[src/rtl/imem_loader_pkg.sv]
// Shared definitions for the instruction-memory boot loader: state encoding,
// frame constants and the checksum rule.
package imem_loader_pkg;

   typedef enum logic [2:0] {
      ST_IDLE = 3'd0,
      ST_LEN  = 3'd1,
      ST_DATA = 3'd2,
      ST_CSUM = 3'd3,
      ST_DONE = 3'd4,
      ST_ERR  = 3'd5
   } loader_state_t;

   localparam int LEN_BYTES = 4;

   // Additive checksum: payload bytes plus CS must wrap to this value.
   localparam logic [7:0] CSUM_TARGET = 8'h00;

   function automatic logic csum_ok(input logic [7:0] acc, input logic [7:0] b);
      logic [7:0] total;
      total = 8'(acc + b);
      return total == CSUM_TARGET;
   endfunction

endpackage

[src/rtl/imem_loader_if.sv]
// Byte stream in, memory byte-write port out. The host side drives the stream
// and observes the write port; the loader side is the opposite.
interface imem_loader_if #(
   parameter int AW = 32
);
   // A byte transfers on a rising clk edge where in_valid && in_ready; in_ready
   // never depends on in_valid, and the source holds in_data stable while valid.
   logic          in_valid;
   logic [7:0]    in_data;
   logic          in_ready;
   logic          wr_en;
   logic [AW-1:0] address;
   logic [7:0]    data;

   modport master (
      output in_valid, in_data,
      input  in_ready, wr_en, address, data
   );

   modport slave (
      input  in_valid, in_data,
      output in_ready, wr_en, address, data
   );
endinterface

[src/rtl/imem_loader.sv]
// Boot-time loader: parses LEN(4, big-endian) | payload | CS frames and writes
// payload bytes to consecutive addresses, holding the core until a good load.
module imem_loader
   import imem_loader_pkg::*;
#(
   parameter int            AW        = 32,
   parameter int            MEM_BYTES = 1024,
   parameter logic [AW-1:0] BASE_ADDR = '0
) (
   input  logic          clk,
   input  logic          rst,
   input  logic          start,
   imem_loader_if.slave  bus,
   output logic          cpu_hold,
   output logic          done,
   output logic          error,
   output logic [AW-1:0] load_count,
   output loader_state_t state
);

   loader_state_t state_q, state_d;

   logic [AW-1:0] len_q;
   logic [AW-1:0] index_q;
   logic [1:0]    len_cnt_q;
   logic [7:0]    acc_q;

   logic          xfer;
   logic          start_ok;
   logic [AW-1:0] len_next;

   assign xfer     = bus.in_valid && bus.in_ready;
   assign start_ok = start && ((state_q == ST_IDLE) || (state_q == ST_DONE) ||
                               (state_q == ST_ERR));
   assign len_next = {len_q[AW-9:0], bus.in_data};

   // ---------------------------------------------------------------- FSM
   always_ff @(posedge clk or posedge rst) begin
      if (rst) state_q <= ST_IDLE;
      else     state_q <= state_d;
   end

   always_comb begin
      state_d = state_q;
      case (state_q)
         ST_IDLE, ST_DONE, ST_ERR: begin
            if (start) state_d = ST_LEN;
         end
         ST_LEN: begin
            if (xfer && (len_cnt_q == 2'(LEN_BYTES - 1))) begin
               if (len_next > AW'(MEM_BYTES)) state_d = ST_ERR;
               else if (len_next == '0)       state_d = ST_CSUM;
               else                           state_d = ST_DATA;
            end
         end
         ST_DATA: begin
            if (xfer && (index_q == len_q - AW'(1))) state_d = ST_CSUM;
         end
         ST_CSUM: begin
            if (xfer) state_d = csum_ok(acc_q, bus.in_data) ? ST_DONE : ST_ERR;
         end
         default: state_d = ST_IDLE;
      endcase
   end

   // Status outputs are pure functions of state so they track reset immediately.
   always_comb begin
      bus.in_ready = (state_q == ST_LEN) || (state_q == ST_DATA) || (state_q == ST_CSUM);
      done         = (state_q == ST_DONE);
      error        = (state_q == ST_ERR);
      cpu_hold     = (state_q != ST_DONE);
      state        = state_q;
   end

   // ---------------------------------------------------------------- datapath
   always_ff @(posedge clk or posedge rst) begin
      if (rst) begin
         len_q       <= '0;
         len_cnt_q   <= '0;
         index_q     <= '0;
         acc_q       <= '0;
         load_count  <= '0;
         bus.wr_en   <= 1'b0;
         bus.address <= '0;
         bus.data    <= '0;
      end else begin
         bus.wr_en <= 1'b0;
         if (start_ok) begin
            len_q      <= '0;
            len_cnt_q  <= '0;
            index_q    <= '0;
            acc_q      <= '0;
            load_count <= '0;
         end
         if ((state_q == ST_LEN) && xfer) begin
            len_q     <= len_next;
            len_cnt_q <= len_cnt_q + 2'd1;
         end
         // Write is registered: it lands the cycle after the byte transfers.
         if ((state_q == ST_DATA) && xfer) begin
            bus.wr_en   <= 1'b1;
            bus.address <= BASE_ADDR + index_q;
            bus.data    <= bus.in_data;
            index_q     <= index_q + AW'(1);
            acc_q       <= acc_q + bus.in_data;
            load_count  <= load_count + AW'(1);
         end
      end
   end

endmodule
[src/flat_wrapper.sv]
// flat-port wrapper written by rule: the top's interface ports become plain ports
module imem_loader_flat import imem_loader_pkg::*;
#(
   parameter int            AW        = 32,
   parameter int            MEM_BYTES = 1024,
   parameter logic [AW-1:0] BASE_ADDR = '0
)
  (clk, rst, start, cpu_hold, done, error, load_count, state, bus_in_valid, bus_in_data, bus_in_ready, bus_wr_en, bus_address, bus_data);
  imem_loader_if #(.AW(AW)) bus_i ();
  input  logic clk;
  input  logic rst;
  input  logic start;
  output logic cpu_hold;
  output logic done;
  output logic error;
  output logic [AW-1:0] load_count;
  output loader_state_t state;
  input wire logic [$bits(bus_i.in_valid)-1:0] bus_in_valid;
  input wire logic [$bits(bus_i.in_data)-1:0] bus_in_data;
  output wire logic [$bits(bus_i.in_ready)-1:0] bus_in_ready;
  output wire logic [$bits(bus_i.wr_en)-1:0] bus_wr_en;
  output wire logic [$bits(bus_i.address)-1:0] bus_address;
  output wire logic [$bits(bus_i.data)-1:0] bus_data;
  assign bus_i.in_valid = bus_in_valid;
  assign bus_i.in_data = bus_in_data;
  assign bus_in_ready = bus_i.in_ready;
  assign bus_wr_en = bus_i.wr_en;
  assign bus_address = bus_i.address;
  assign bus_data = bus_i.data;
  imem_loader #(.AW(AW), .MEM_BYTES(MEM_BYTES), .BASE_ADDR(BASE_ADDR)) u_core (.clk(clk), .rst(rst), .start(start), .bus(bus_i), .cpu_hold(cpu_hold), .done(done), .error(error), .load_count(load_count), .state(state));
endmodule
[config.mk]
export PLATFORM = sky130hd
export DESIGN_NAME = imem_loader_flat
export DESIGN_NICKNAME = d
export VERILOG_FILES = /design/src/rtl/imem_loader_pkg.sv /design/src/rtl/imem_loader_if.sv /design/src/rtl/imem_loader.sv /design/src/flat_wrapper.sv
export SDC_FILE = /design/constraint.sdc
export NUM_CORES = 1
export LEC_CHECK = 0
export ABC_AREA = 1
export BUFFER_PORTS_ARGS = -buffer_cell sky130_fd_sc_hd__buf_2
export CORE_MARGIN = 2
export CORE_UTILIZATION = 50
export DETAILED_ROUTE_END_ITERATION = 8
export PLACE_DENSITY = 0.72
export SETUP_SLACK_MARGIN = 0.1
export SLEW_MARGIN = 20
export SYNTH_ARGS = -nofsm -noshare
export SYNTH_HDL_FRONTEND = slang
export SYNTH_SLANG_ARGS = --single-unit
export TNS_END_PERCENT = 20
[constraint.sdc]
create_clock -name clk -period 5.1 [get_ports clk]
set_input_delay 0.765 -clock clk [delete_from_list [all_inputs] [get_ports clk]]
set_output_delay 0.765 -clock clk [all_outputs]
set_load 0.02 [all_outputs]
== Word level (Yosys, flattened, before mapping) ==
Cells that the tools add are included.
Operators by class
  equality and inequality tests: 12
  reductions and logical operators: 17
  $add $sub $neg: 5
  magnitude comparators: 1
  muxes and demuxes: 17
Operators by type and width (count)
  32-bit two-way mux: 4
  32-bit by 1-bit adder with 32-bit output (second input constant): 2
  32-bit == test: 1
  32-bit by 11-bit greater-than comparator with 1-bit output (second input constant): 1
  32-bit logical NOT: 1
  32-bit by 1-bit subtractor with 32-bit output (second input constant): 1
  8-bit two-way mux: 2
  3-bit two-way mux: 5
  3-bit case mux with 4 select lines: 1
  8-bit adder: 1
  8-bit logical NOT: 1
  3-bit by 2-bit == test with 1-bit output (second input constant): 2
  3-bit == test (second input constant): 2
  1-bit logical AND: 6
  2-bit by 1-bit != test with 1-bit output (second input constant): 3
  1-bit logical OR: 4
  2-bit two-way mux: 2
  4-bit AND reduction: 1
  2-bit nonzero test: 2
  3-bit by 1-bit == test with 1-bit output (second input constant): 1
  3-bit logical NOT: 1
  1-bit two-way mux: 3
  3-bit != test (second input constant): 1
  3-bit OR reduction: 1
  other kinds (3): 3
Storage, ports and cells
  logic and storage cells: 61
  input port bits: 12
  output and inout bits: 80
  register bits: 150

== Longest topological paths before layout ==
  word-level depth: 7
  depth in mapped cells: 18
  depth with buffers taken out: 18

== Worst setup path after synthesis ==
Ideal clock, no wire load.
  path type: in2reg
  start point: input bus_in_data[0]
  end point: register u_core.state_q[0], in the netlist u_core.state[0]
  arrival: 2.158 ns
  data required time: 4.983 ns
  setup slack: 2.825 ns
  path buffers: 0
  setup time: 0.117 ns
  cell stages on the path: 14
  path through: ha_1 > inv_1 > fa_1 > nand3b_1 > nand2_1 > nand2_1 > nand2_1 > a21oi_1 > xor2_1 > nand4_1 > nand2_1 > nand2_1 > nand2_1 > nand2_1
Between the ends
  cells in the longest elaborated chain, start to end: 5
  elaborated cells on any way between the ends: 10
  those cells by class: add/sub (1); order compare (1); mux (6); reduce/logical (2)
Ends and longest elaborated chain
  start, declared: RTL line flat_wrapper.sv:19  | input wire logic [$bits(bus_i.in_data)-1:0] bus_in_data;
  8-bit adder / 32-bit logical NOT (equally long branches): RTL line imem_loader_pkg.sv:21, imem_loader.sv:52
  8-bit logical NOT / 1-bit two-way mux (equally long branches): RTL line imem_loader_pkg.sv:22, imem_loader.sv:52
  1-bit two-way mux / 3-bit two-way mux (equally long branches): RTL line imem_loader.sv:60, imem_loader.sv:51
  3-bit two-way mux (on tied branches): RTL line imem_loader.sv:60, imem_loader.sv:50
  3-bit case mux with 4 select lines *: RTL line imem_loader.sv:45  | case (state_q)
  end signal, assigned: RTL line imem_loader.sv:40  | else state_q <= state_d;
  end, declared: RTL line imem_loader.sv:21  | loader_state_t state_q, state_d;
Mark *: on every way between the ends. The rest lies on a longest branch, timed or not. The select of a mux whose other input is x is not followed.
A chain may end at the register's enable or synchronous reset.

== Worst setup path in the final report ==
  start point: register u_core.len_q[0]
  end point: register u_core.state_q[2], in the netlist u_core.state[2]
Between the ends
  cells in the longest elaborated chain, start to end: 5
  elaborated cells on any way between the ends: 9
  those cells by class: add/sub (1); order compare (1); eq/ne (2); mux (3); reduce/logical (2)
Ends and longest elaborated chain
  start, declared: RTL line imem_loader.sv:23  | logic [AW-1:0] len_q;
  start signal, assigned: RTL line imem_loader.sv:96  | len_q <= len_next;
  32-bit by 1-bit subtractor with 32-bit output: RTL line imem_loader.sv:57  | if (xfer && (index_q == len_q - AW'(1))) state_d = ST_CSUM;
  32-bit == test: RTL line imem_loader.sv:57
  1-bit logical AND: RTL line imem_loader.sv:57
  2-bit by 1-bit != test with 1-bit output (no line)
  4-bit AND reduction (no line)
Several ways; a longest one is shown, not always the timed one. The select of a mux whose other input is x is not followed.

==> results by group <==
Outcome
  • Outcome: completed

Placed design
  • Port bufs: 91
  • Placer Congestion: 0.908
  • Area post-placement: 8930 sq um
  • Final HPWL DP: 15300 um

Synth
  • Top-count cell post-synth: nand2_1
  • Fraction of registers with async set/reset: 100%
  • EDFF count, synth: 0
  • Top cell type's share of synthesized area: 45.4%
  • Mapped cell area: 8270 sq um
  • Seq/Total Area, Yosys: 45.4%
  • Synth Area per Inst: 7.54 sq um
  • Synth top area cells: dfrtp_1, nand2_1, inv_1
  • Synth warnings: 0
  • Syn Inst Count: 1097
  • Syn Nets: 1121
  • Synth Register Bits: 150
  • Top cells by count, synth: nand2_1, dfrtp_1, inv_1, nor2_1, nand3_1
  • Main synth FF type: dfrtp_1
  • Synth area leader: dfrtp_1
  • Netlist cell types: 42

STA
  • Achievable Freq: 0.391 GHz
  • RSZ-0062 raised after global routing: false
  • Hold Fails Final Rpt: 0
  • Sum Neg Setup Slack: 0 ns
  • Rel. slew slack: 43.3%
  • Hold Slack: 0.375 ns
  • Final worst-path cycle share: 50.1%
  • Pins Over Slew Limit: 0
  • Worst clock skew: 0.00949 ns
  • Worst-margin pin slew: 0.848 ns
  • Clock period minus worst slack: 2.55 ns
  • Setup violators final: 0

Critical path
  • CP arrival: 2.92 ns
  • Worst path slowest cell: dfrtp_1
  • Worst-path fanout max: 9
  • CP Capture Type: flip-flop
  • Worst endpoint required time: 5.46 ns
  • Cell Chain, Critical Path: inv_1 -> ha_1 -> nand2_1 -> nor2_4 -> nand2_1 -> o21ai_1 -> nand2_1 -> nand2_1 -> nand2_1 -> nor2_1 -> nand2_1 -> nor2_1 -> nand2_1 -> nand2_1 -> nand2_1 -> nand2_1
  • WS Path Type: reg -> reg
  • Most frequent CP cell: nand2_1
  • CP max stage delay: 0.38 ns
  • Worst Reg-to-Reg Cells: 16
  • Startpoint types: flip-flop

Drt
  • Via count: 7455
  • Initial DRC Count: 611
  • Met2 wire length: 9510 um
  • ANT nets after route: 0
  • Wire length on met1: 9560 um
  • Top sig layer: met4
  • Met3 WL: 1440 um
  • DR WL/cell: 14.7 um
  • # DRC: 0
  • Final wirelength: 20900 um
  • Initial DRT Pass Iterations: 8
  • Vias per cell: 5.26

Job
  • Max Cap Viol: 0

Cells and area
  • Nets: 1208
  • Area growth, synth to finish: 15.2%
  • Design Area, Final: 9530 sq um
  • Layout cell share with drive strength beyond 1: 13.5%
  • Ant diodes: 0

Pwr
  • Sequential Power Share: 28.4%
  • Psw: 2700 uW
  • Logic pwr share: 49.4%
  • Clock power frac: 22.2%
  • Sw frac: 46.6%
  • P per Cell Area: 607 nW/um^2
  • Total power: 5790 uW
  • Power Internal: 3090 uW
  • VDD IR-drop max: 0.000303 V
  • P_leak: 0.00507 uW

CTS
  • Clk Latency, worst-skew pair: 0.43 ns
  • Worst-case clock buffer depth: 2
  • CTS clock-pin slew for the worst setup and hold paths: 0.07 ns
  • # Post-CTS Setup Buffers: 0
  • Clk Tree Root Cell: clkbuf_16
  • H-tree depth: 4
  • Post-CTS resize count: 0
  • CTS tree: done
  • Clk sink count: 150
  • Quantity of hold-fixing buffers added after cts: 0
  • CTS buffer count: 17

Global routing
  • GRT overflow: 0
  • Initial antenna violation count: 0
  • Largest net degree at the start of global routing: 66
  • Vias in the first global route: 6975
  • Global-route wire length before repair: 34700 um
  • GRT Overall Usage: 24.7%

Min path
  • HP Class: in -> async

Floorplanning
  • Starting density of the core: 50.6%
  • Die Y: 133 um
  • FP Rows: 47
  • Top-level I/O count: 92
  • Width of the die: 133 um
  • Total core area: 16300 sq um
  • Die footprint: 17600 sq um
[logic make-up (layout without fill, tap and decap cells)]
kind of cell,after synthesis,after routing,synth area share [%]
buffers and inverters,168,268,7.85
adders and majority gates,12,12,1.91
DFF,150,150,45.4
muxes,11,11,1.33
AOI/OAI and AO/OA,151,151,10.0
and+or+nand+nor,576,576,30.4
xor gates and xnor gates,29,29,3.07
[flip-flops by register name (all words and copies together) (netlist names)]
name,count
u_core.bus.address,32
u_core.load_count,32
u_core.len_cnt_q,2
u_core.bus.data,8
u_core.index_q,32
u_core.acc_q,8
u_core.state,3
u_core.len_q,32
u_core.bus.wr_en,1
[critical path: cells and delay by family (launching register included)]
family	cells	cell delay [ns]
fa+ha+maj	1	0.24
buf+inv	1	0.17
flops	1	0.38
simple gates	13	1.48
compound gates	1	0.21
[per-stage QoR]
stage | setup WS (ns) | util, % | instances
floorplan | 0.299 | - | 1097
global placement | 2.36 | 54.6 | 1385
detailed placement | 2.29 | 54.6 | 1385
CTS | 2.53 | 58.3 | 1417
global route | 2.14 | 58.3 | 1417
finish | 2.55 | 58.3 | 1417
[final cells by class]
type / count / area (sq um)
fill: 1550 / 6820
multi-input combinational: 779 / 3870
sequential: 150 / 3750
inverter: 138 / 524
timing repair buffer: 98 / 508
clock buffer: 20 / 457
tap: 220 / 275
clock inverter: 12 / 143
[per-layer routing]
layer	track usage, %	vias up
met5	0	-
met4	7.11	0
met3	5.75	29
met2	39.3	246
met1	33.9	3453
li1	-	3727
[worst paths after layout]
check	start	slack (ns)	to
min in group clk	u_core.bus.address[21]$_DFFE_PP0P_	0.47	u_core.bus.address[21]$_DFFE_PP0P_
setup reg to reg	u_core.len_q[0]$_DFFE_PP0P_	2.55	u_core.state[2]$_DFFE_PP0P_
hold / removal	rst	0.38	u_core.load_count[2]$_DFFE_PP0P_
hold reg to reg	u_core.bus.address[21]$_DFFE_PP0P_	0.47	u_core.bus.address[21]$_DFFE_PP0P_
setup / recovery	u_core.len_q[0]$_DFFE_PP0P_	2.55	u_core.state[2]$_DFFE_PP0P_
max in group asynchronous	rst	3.70	u_core.len_q[5]$_DFFE_PP0P_
[layout by cell type, fill, tap and decap left out, drive strengths merged, types with 33 or more instances in the layout]
master / instances
o21ai: 61
o22ai: 33
nand2: 318
nand3: 78
a21oi: 46
nor2: 134
dfrtp: 150
buf: 98
inv: 140
[power by group through the flow]
stage | clock network [uW] | logic [uW] | registers (uW)
4_1_cts | 1300 | 2850 | 1640
3_5_place_dp | 0 | 2840 | 1650
6_report | 1280 | 2860 | 1650
5_1_grt | 1340 | 3270 | 1680
3_3_place_gp | 0 | 2800 | 1650
2_1_floorplan | 0 | 2020 | 1750
No activity file was read; power rests on OpenSTA's default activity.
